`src/rtl/vga_frame_reader.sv`:
```
// Read side of the video frame buffer. It scans 8x8-pixel cells in raster order and drives VGA timing.
// Outputs are registered two clocks after each pixel tick, so sync, active and colour stay aligned.
module vga_frame_reader #(
    parameter int CLK_DIV = 4,
    parameter int H_VIS   = 640,
    parameter int H_FP    = 16,
    parameter int H_SYNC  = 96,
    parameter int H_BP    = 48,
    parameter int V_VIS   = 480,
    parameter int V_FP    = 10,
    parameter int V_SYNC  = 2,
    parameter int V_BP    = 33,
    parameter int COLS    = 80
) (
    input  logic        i_clk,
    input  logic        i_rst,
    input  logic        i_enable,
    output logic        o_ce,
    output logic        o_we,
    output logic [12:0] o_addr,
    input  logic [15:0] i_data,
    output logic        o_hsync,
    output logic        o_vsync,
    output logic [3:0]  o_red,
    output logic [3:0]  o_green,
    output logic [3:0]  o_blue,
    output logic        o_active,
    output logic        o_frame_start
);
    localparam int H_TOT = H_VIS + H_FP + H_SYNC + H_BP;
    localparam int V_TOT = V_VIS + V_FP + V_SYNC + V_BP;
    localparam int HW    = $clog2(H_TOT);
    localparam int VW    = $clog2(V_TOT);
    localparam int DW    = $clog2(CLK_DIV);

    typedef struct packed {
        logic vld;
        logic vis;
        logic rd;
        logic hs;
        logic vs;
        logic fs;
    } stage_t;

    logic          run, tick, visible, rd;
    logic [DW-1:0] div;
    logic [HW-1:0] h;
    logic [VW-1:0] v;
    logic [12:0]   row, col, cell_addr;
    stage_t        s1;
    logic [11:0]   colour_q, colour;
    logic          unused_hi;

    assign run       = i_enable && !i_rst;
    assign tick      = run && (div == DW'(CLK_DIV - 1));
    assign visible   = (h < HW'(H_VIS)) && (v < VW'(V_VIS));
    assign rd        = tick && visible && (h[2:0] == 3'd0);
    assign row       = 13'(v >> 3);
    assign col       = 13'(h >> 3);
    assign cell_addr = row * 13'(COLS) + col;

    assign o_ce      = rd;
    assign o_addr    = rd ? cell_addr : 13'd0;
    assign o_we      = 1'b0;

    // Bits [15:12] of a cell carry no colour.
    assign unused_hi = ^i_data[15:12];

    always_ff @(posedge i_clk) begin
        if (!run) begin
            div <= '0;
            h   <= '0;
            v   <= '0;
        end else if (tick) begin
            div <= '0;
            if (h == HW'(H_TOT - 1)) begin
                h <= '0;
                v <= (v == VW'(V_TOT - 1)) ? '0 : v + 1'b1;
            end else begin
                h <= h + 1'b1;
            end
        end else begin
            div <= div + 1'b1;
        end
    end

    // Stage 1 carries the pixel attributes while the memory read is in flight.
    always_ff @(posedge i_clk) begin
        if (!run) begin
            s1 <= '0;
        end else begin
            s1.vld <= tick;
            s1.vis <= visible;
            s1.rd  <= rd;
            s1.hs  <= !((h >= HW'(H_VIS + H_FP)) && (h < HW'(H_VIS + H_FP + H_SYNC)));
            s1.vs  <= !((v >= VW'(V_VIS + V_FP)) && (v < VW'(V_VIS + V_FP + V_SYNC)));
            s1.fs  <= (h == '0) && (v == '0);
        end
    end

    // The first pixel of a cell takes the fresh read data; the other seven pixels reuse the latch.
    assign colour = s1.rd ? i_data[11:0] : colour_q;

    always_ff @(posedge i_clk) begin
        if (!run) begin
            colour_q      <= '0;
            o_hsync       <= 1'b1;
            o_vsync       <= 1'b1;
            o_active      <= 1'b0;
            o_frame_start <= 1'b0;
            o_red         <= '0;
            o_green       <= '0;
            o_blue        <= '0;
        end else begin
            o_frame_start <= 1'b0;
            if (s1.vld) begin
                if (s1.rd)
                    colour_q <= i_data[11:0];
                o_hsync       <= s1.hs;
                o_vsync       <= s1.vs;
                o_active      <= s1.vis;
                o_frame_start <= s1.fs;
                {o_red, o_green, o_blue} <= s1.vis ? colour : 12'd0;
            end
        end
    end
endmodule
```
`config.mk`:
```
export PLATFORM = sky130hd
export DESIGN_NAME = vga_frame_reader
export DESIGN_NICKNAME = d
export VERILOG_FILES = /design/src/rtl/vga_frame_reader.sv
export SDC_FILE = /design/constraint.sdc
export NUM_CORES = 1
export LEC_CHECK = 0
export CAP_MARGIN = 20
export CELL_PAD_IN_SITES_DETAIL_PLACEMENT = 0
export CELL_PAD_IN_SITES_GLOBAL_PLACEMENT = 1
export CORE_ASPECT_RATIO = 1.2
export CORE_MARGIN = 8
export CORE_UTILIZATION = 39
export DETAILED_ROUTE_END_ITERATION = 6
export PLACE_DENSITY = 0.77
export SLEW_MARGIN = 10
export SYNTH_ARGS = -nofsm -noshare
export SYNTH_HDL_FRONTEND = slang
export SYNTH_SLANG_ARGS = --single-unit
```
`constraint.sdc`:
```
create_clock -name i_clk -period 3.1 [get_ports i_clk]
set_input_delay 0.465 -clock i_clk [delete_from_list [all_inputs] [get_ports i_clk]]
set_output_delay 0.465 -clock i_clk [all_outputs]
set_load 0.05 [all_outputs]
```
-- Word-level counts from Yosys, hierarchy flattened
Cells that the tools add are included.
Widths: inputs -> output; s select.
- register bits: 56
- bits in latches: 0
- bits in writable memories: 0
- bits in read-only memories: 0
- input bits: 19
- output and inout bits: 31
- logic and storage cells: 54
- memories: 0
- $add $sub $neg: 4
- multiply operators: 1
- divide/modulo/power cells: 0
- order comparisons: 6
- equality and inequality tests: 3
- shift operators: 0
- multiplexer cells: 5
- bitwise operators: 1
- reductions and logical operators: 17
- operators with widths (operator ; number):
    $mux 12 ; 2
    $add 10x1->10 const B ; 2
    $eq 10x10->1 const B ; 2
    $logic_not 10->1 ; 2
    $lt 10x10->1 const B ; 2
    $lt 10x9->1 const B ; 2
    $mux 10 ; 2
    $add 13x7->13 ; 1
    $mux 13 ; 1
    $ge 10x10->1 const B ; 1
    $ge 10x9->1 const B ; 1
    $mul 7x3->9 const B ; 1
    $logic_and 1x1->1 ; 8
    $reduce_and 2->1 ; 2
    $logic_not 1->1 ; 3
    $logic_not 3->1 ; 1
    $add 2x1->2 const B ; 1
    $eq 2x2->1 const B ; 1
    $reduce_or 2->1 ; 1
    $not 1->1 ; 1

-- Depth between registers and ports, before layout
Gate-level depths: netlist of run 1.
- depth after elaboration: 6
- gate-level depth with buffers: 8
- mapped depth without buffers: 8

-- Worst setup path before layout of run 1
Ideal clock, no wire load.
- path kind: register to output
- start point: register v[6]
- end point: output port o_addr[12]
- arrival: 2687 ps
- data required time: 2635 ps
- path slack: -52 ps
- stages on the path, launching flop included: 9
- path buffers: 0
- cell sequence: dfxtp_1 ha_1 ha_1 fa_1 a21o_1 a21oi_1 xnor2_1 a31o_2 a21oi_1
- cells in the longest elaborated chain, start to end: 5
- elaborated cells between the ends (all ways): 7
- those cells by class: 1 x add/sub; 1 x mul; 1 x order compare; 1 x mux; 3 x reduce/logical
- ends and longest elaborated chain (element ; RTL line ; source):
    start, declared ; 48 ; logic [VW-1:0] v;
    start signal, assigned ; 78 ; v <= (v == VW'(V_TOT - 1)) ? '0 : v + 1'b1;
    parallel branches: the longest is 4 deep, another holds $add 13x7->13 ; -- ;
    $mux 13 * ; 63 ; assign o_addr = rd ? cell_addr : 13'd0;
    end, declared ; 20 ; output logic [12:0] o_addr,
Mark *: on every way between the ends.

-- Worst setup path in the final report of run 1
Same ends and word-level chain as after synthesis.

==> run metrics, run 1 <==
CTS tree=yes; DP Worst Slack=181 ps; Leakage=1.39 nW; Min-Delay Path Class=flop to flop; global-route wire length before repair=11.3 mm; RSZ-0062 raised after global routing=true; initial antenna violation count=0; Data required, critical path=2630 ps; status=complete, no violations; H-tree Lvls=2; residual DRC count=0; CTS max path bufs=2; most frequent cells in the layout=dfxtp_1, nor2_1, nand2_1; VDD IR max=0.000187 V; Startpoint Class=flop; WS Path Type=flop to output pin; CORE AREA=7150 um2; synth warn=0; WP data arrival=2540 ps; vias in the first global route=2393; PnR worst setup slack=99.0 ps; final period utilization=96.8%; worst skew pair latency=310 ps; power consumption=1.17 mW; Final GP Congestion=0.823; headroom to the max-slew limit=55.5%; CTS Sinks=56; Simple-Gate Fraction of Synth Area=24.2%; CP Max Fanout=6; cell count after synthesis=325; Cell Count, Final, Fillers Out=456; clk slew on worst S/H paths=100 ps; flops & latches, synth=56; final max-slew violation count=0; main flop type after synthesis=dfxtp_1; IO Port Bufs=44; antenna-violating nets left=0; worst slew pin tran=663 ps; post-synth design cell area=2840 um2; via count=2319; Tmin final=3000 ps; final wirelength=6.42 mm; PD cells=322 nW/um2; Initial Utilization=39.7%; Post-Synth XOR/XNOR Area=7.10%; largest family of logic cells by synthesized area=simple AND/OR/NAND/NOR gates; post-synthesis mux area share=5.82%; total global-route track usage=13.5%; Die Y-Extent=109 um; Max Fclk=333 MHz; adder-cell share of the synthesized area=9.34%; GRT overflow=0; post-synthesis sequential area ratio=39.5%; # IOs=50; largest net degree at the start of global routing=26; Yosys cell types=48; Max Cap Viol=0; Synth Area in Compound Gates=9.96%; number of synthesized flops with an enable pin=0; Worst Skew=4.47 ps; FFs w/ async S/R, synth=0%; dpl hpwl=4.72 mm; Total Nets Final=404; clk root buf=clkbuf_8; drt initial violations=77; Std-Cell Rows=34; DR WL/cell=14.1 um; commonest non-fill, non-tap cell in the layout=dfxtp_1; placed cell area=3490 um2; die width=93.9 um; Die ar.=10300 um2; Crit. End Element=output pin; Layout area overhead=28.3%; Design Area, Final=3640 um2; Setup Viol. Count Final=0; cts bufs inserted=5; layout cell share with drive strength beyond 1=17.5%; Via-to-Cell Ratio=5.09; Synth Net Count=364; Ant. Diodes=0; Inst Count DP=448; Synth Area per Inst=8.74 um2; final hold violation count=0; number of iterations in the first detailed-routing pass=4
-- path summary, 6_finish.rpt --
check | start | to | slack [ps] | cells past startpoint
worst min-delay path | div[0] | div[0] | 440 | 1
worst max-delay path | v[6] | o_addr[12] | 100 | 9
worst min register to register | div[0] | div[0] | 440 | 1
worst max register to register | div[0] | v[8] | 950 | 7
-- critical path: stages (launching register included) --
cell and delay (ps):
dfxtp_4 380, ha_1 270, ha_2 190, fa_2 370
a21o_1 180, a21oi_2 170, xnor2_2 100, a31o_2 220
a21oi_2 180, buf_12 160
-- layer usage --
layer  global-route usage [%]  wire length (um)
met1                     15.7              2920
met2                     23.8              3060
met3                     2.94               362
met4                     5.11                74
met5                        0                 0
-- flip-flops by register name (all words and copies together), names as in the netlist --
signal,cells
o_active,1
o_frame_start,1
o_green,4
o_hsync,1
h,10
s1,6
o_vsync,1
o_red,4
v,10
o_blue,4
colour_q,12
div,2
-- area by class of cell --
class / instances / area (um2)
Multi-Input combinational cell: 244 / 1660
Inverter: 11 / 46.3
Clock buffer: 5 / 68.8
Tap cell: 90 / 113
Fill cell: 689 / 3500
Clock inverter: 3 / 22.5
Sequential cell: 56 / 1130
Timing Repair Buffer: 47 / 603
-- synth_stat cells (2+ instances only) --
cell | n | area, um2
or2_2 | 3 | 18.8
a21o_1 | 3 | 22.5
and3_1 | 5 | 31.3
nand2_1 | 39 | 146
nand4_1 | 9 | 56.3
dfxtp_1 | 56 | 1120
nand2b_1 | 3 | 18.8
nor3b_1 | 2 | 15.0
clkbuf_1 | 10 | 37.5
xor2_1 | 16 | 140
nand4b_1 | 2 | 17.5
mux2_2 | 12 | 135
nor2b_1 | 3 | 18.8
nand3_1 | 6 | 30.0
nor2_1 | 45 | 169
fa_1 | 2 | 40.0
xnor2_1 | 7 | 61.3
o21ai_0 | 3 | 15.0
a22oi_1 | 12 | 90.1
mux2i_1 | 3 | 30.0
nor3_1 | 4 | 20.0
inv_1 | 10 | 37.5
ha_1 | 18 | 225
nor4_1 | 4 | 25.0
a21oi_1 | 18 | 90.1
and2_1 | 8 | 50.1
-- repair_timing --
| item | CTS | global route |
|---|---|---|
| hold buffers | 0 | 0 |
| setup endpoints to repair | 3 | 13 |
| pin swaps | 6 | 7 |
| resized for setup | 11 | 7 |
| buffers inserted | 0 | 0 |
-- report_power, final --
part | switching (mW) | internal, mW | total (mW)
clock network | 0.244 | 0.163 | 0.407
registers | 0.00143 | 0.722 | 0.723
logic | 0.0230 | 0.0212 | 0.0442
total | 0.268 | 0.906 | 1.17
-- per-stage QoR --
| stage | hold WS, ps | util [%] | TNS [ps] |
|---|---|---|---|
| 6_report | 437 | 51.0 | 0 |
| 4_1_cts | 447 | 50.7 | 0 |
| 3_5_place_dp | 432 | 48.9 | 0 |
| 5_1_grt | 486 | 51.0 | -19.8 |
| 2_1_floorplan | 408 | - | 0 |
| 3_3_place_gp | 416 | 48.9 | 0 |
-- cells by family (layout without fill, tap and decap cells) --
family                     Yosys count  after routing
xor gates and xnor gates            23             23
AOI/OAI and AO/OA                   44             44
buffers and inverters               25             66
and+or+nand+nor                    141            141
muxes                               15             15
other                                1              1
adders and majority gates           20             20
DFF                                 56             56
Power figures use the tool's default switching activity.
==> run 2, diff against run 1 <==
- CORE_MARGIN: 8 -> unset
==> run 2 against run 1 <==
  * Setup slack better by 7.4 ps
  * Cell area about the same
  * Maximum frequency up 0.25%
  * Sequential power about the same
  * Critical endpoint unchanged
  * Highest routed layer unchanged
==> run metrics, run 2 (synthesized netlist as in run 1, its figures left out) <==
sw frac=22.1% (-0.75 points); Ant. Diodes=0 (unchanged); Initial Utilization=40.9% (+1.2 points); global-route wire length before repair=10.9 mm (-3.8%); Layout area overhead=28.3% (about the same); Met1 Wirelength=2.80 mm (-3.9%); drt initial violations=64 (-17%); Crit. End Element=output pin; residual DRC count=0 (unchanged); total global-route track usage=18.1% (+4.5 points); largest registers=colour_q x12, h x10, v x10; DR WL/cell=13.5 um (-4.1%); H-tree Lvls=2 (unchanged); # IOs=50 (unchanged); Worst Skew=4.90 ps (+0.428 ps); CTS Sinks=56 (unchanged); CORE AREA=6940 um2 (-2.9%); worst skew pair latency=300 ps (about the same); Filler Cell Count=689 (unchanged); Tmin final=2990 ps (-7.40 ps); Data required, critical path=2630 ps (about the same); RSZ-0062 raised after global routing=true; number of iterations in the first detailed-routing pass=4 (unchanged); commonest non-fill, non-tap cell in the layout=dfxtp_1; WS Path Type=flop to output pin; clk root buf=clkbuf_8; WP data arrival=2530 ps (about the same); Met2 Routed Length=3.05 mm (-0.49%); Leakage=1.39 nW (about the same); final period utilization=96.6% (-0.24 points); Die Y-Extent=95.5 um (-13%); Psw=257 uW (-4.2%); Setup Viol. Count Final=0 (unchanged); layout cell share with drive strength beyond 1=16.6% (-0.91 points); worst slew pin tran=682 ps (+19.4 ps); GRT overflow=0 (unchanged); PD cells=319 nW/um2 (-0.96%); antenna-violating nets left=0 (unchanged); CTS max path bufs=2 (unchanged); die width=79.9 um (-15%); via count=2366 (+2.0%); final wirelength=6.14 mm (-4.3%); reg2reg setup slack=910 ps (-40 ps); CP Max Fanout=6 (unchanged); IO Port Bufs=44 (unchanged); post-CTS setup buffer count=0 (unchanged); final max-slew violation count=0 (unchanged); status=complete, no violations; met3 WL=221 um (-39%); Largest Register=colour_q; dpl hpwl=4.51 mm (-4.6%); most frequent cells in the layout=dfxtp_1, nor2_1, nand2_1; Largest register FFs=12 (unchanged); Core Util, Final=52.5% (+1.6 points); largest net degree at the start of global routing=18 (-31%); Std-Cell Rows=33 (-2.9%); clk slew on worst S/H paths=100 ps (about the same); Min-Delay Path Class=flop to flop; combinational power share=3.9% (about the same); Startpoint Class=flop; Max Fclk=334 MHz (+0.25%); Final GP Congestion=0.799 (-2.9%); highest metal used=met4; CTS tree=yes; sequential power share=62.3% (+0.7 points); VDD IR max=0.000204 V (+9.0%); initial antenna violation count=0 (unchanged); Max Cap Viol=0 (unchanged); headroom to the max-slew limit=54.2% (-1.3 points); internal power=906 uW (about the same); final hold violation count=0 (unchanged); cts bufs inserted=5 (unchanged); Die ar.=7630 um2 (-26%); Via-to-Cell Ratio=5.20 (+2.3%); Clk network pwr share=33.9% (-0.7 points); power consumption=1.16 mW (-0.93%); vias in the first global route=2397 (+0.17%); Total Nets Final=406 (+0.50%)
## run 2: metal layers
metal  up-vias  GRT usage [%]
li1       1190              -
met1      1118           21.8
met2        52           32.7
met3         6           2.97
met4         0           5.21
met5         -              0
## run 2: metrics by stage
| stage | setup slack [ps] | cell area, um2 | instances | hold slack [ps] | TNS [ps] |
|---|---|---|---|---|---|
| final | 106 | 3640 | 455 | 443 | 0 |
| after global routing | -27.7 | 3640 | 455 | 464 | -27.7 |
| after CTS | 4.00 | 3620 | 455 | 445 | 0 |
| after detailed placement | 204 | 3500 | 447 | 428 | 0 |
| after global placement | 219 | 3500 | 447 | 419 | 0 |
| after floorplan | 44.6 | 2840 | 325 | 408 | 0 |
## run 2: worst max-delay path, stage by stage, from the launching register on
cell,delay (ps)
dfxtp_2,360
ha_1,280
ha_2,200
fa_2,360
a21o_1,200
a21oi_2,160
xnor2_2,110
a31o_2,220
a21oi_2,180
buf_12,160
## run 2: worst paths after layout
path,from,endpoint,cells after the start
max reg2reg,div[0],v[8],7
min,div[0],div[0],1
min reg2reg,div[0],div[0],1
max,v[6],o_addr[12],9
## run 2: power by group through the flow
stage | sequential (mW) | combinational [mW] | clock (mW)
after global placement | 0.741 | 0.0449 | 0
after detailed placement | 0.741 | 0.0446 | 0
after global routing | 0.725 | 0.0484 | 0.442
final | 0.724 | 0.0450 | 0.394
after CTS | 0.725 | 0.0451 | 0.413
after floorplan | 0.741 | 0.0193 | 0
## run 2: layout make-up
cell class              instances  area, um2  share of cell area, %
clock buffers                   6       72.6                   1.99
clock inverters                 2       16.3                  0.446
inverters                      11       46.3                   1.27
multi-input cells             244       1660                   45.5
flip-flops and latches         56       1120                   30.8
well taps                      87        109                   2.99
repair buffers                 49        618                   17.0
## run 2: repair_timing
item	in CTS	in global routing
hold buffers	0	0
endpoints found under the setup margin	3	10
pin swaps	4	6
gates resized for setup	7	6
gates cloned	0	0
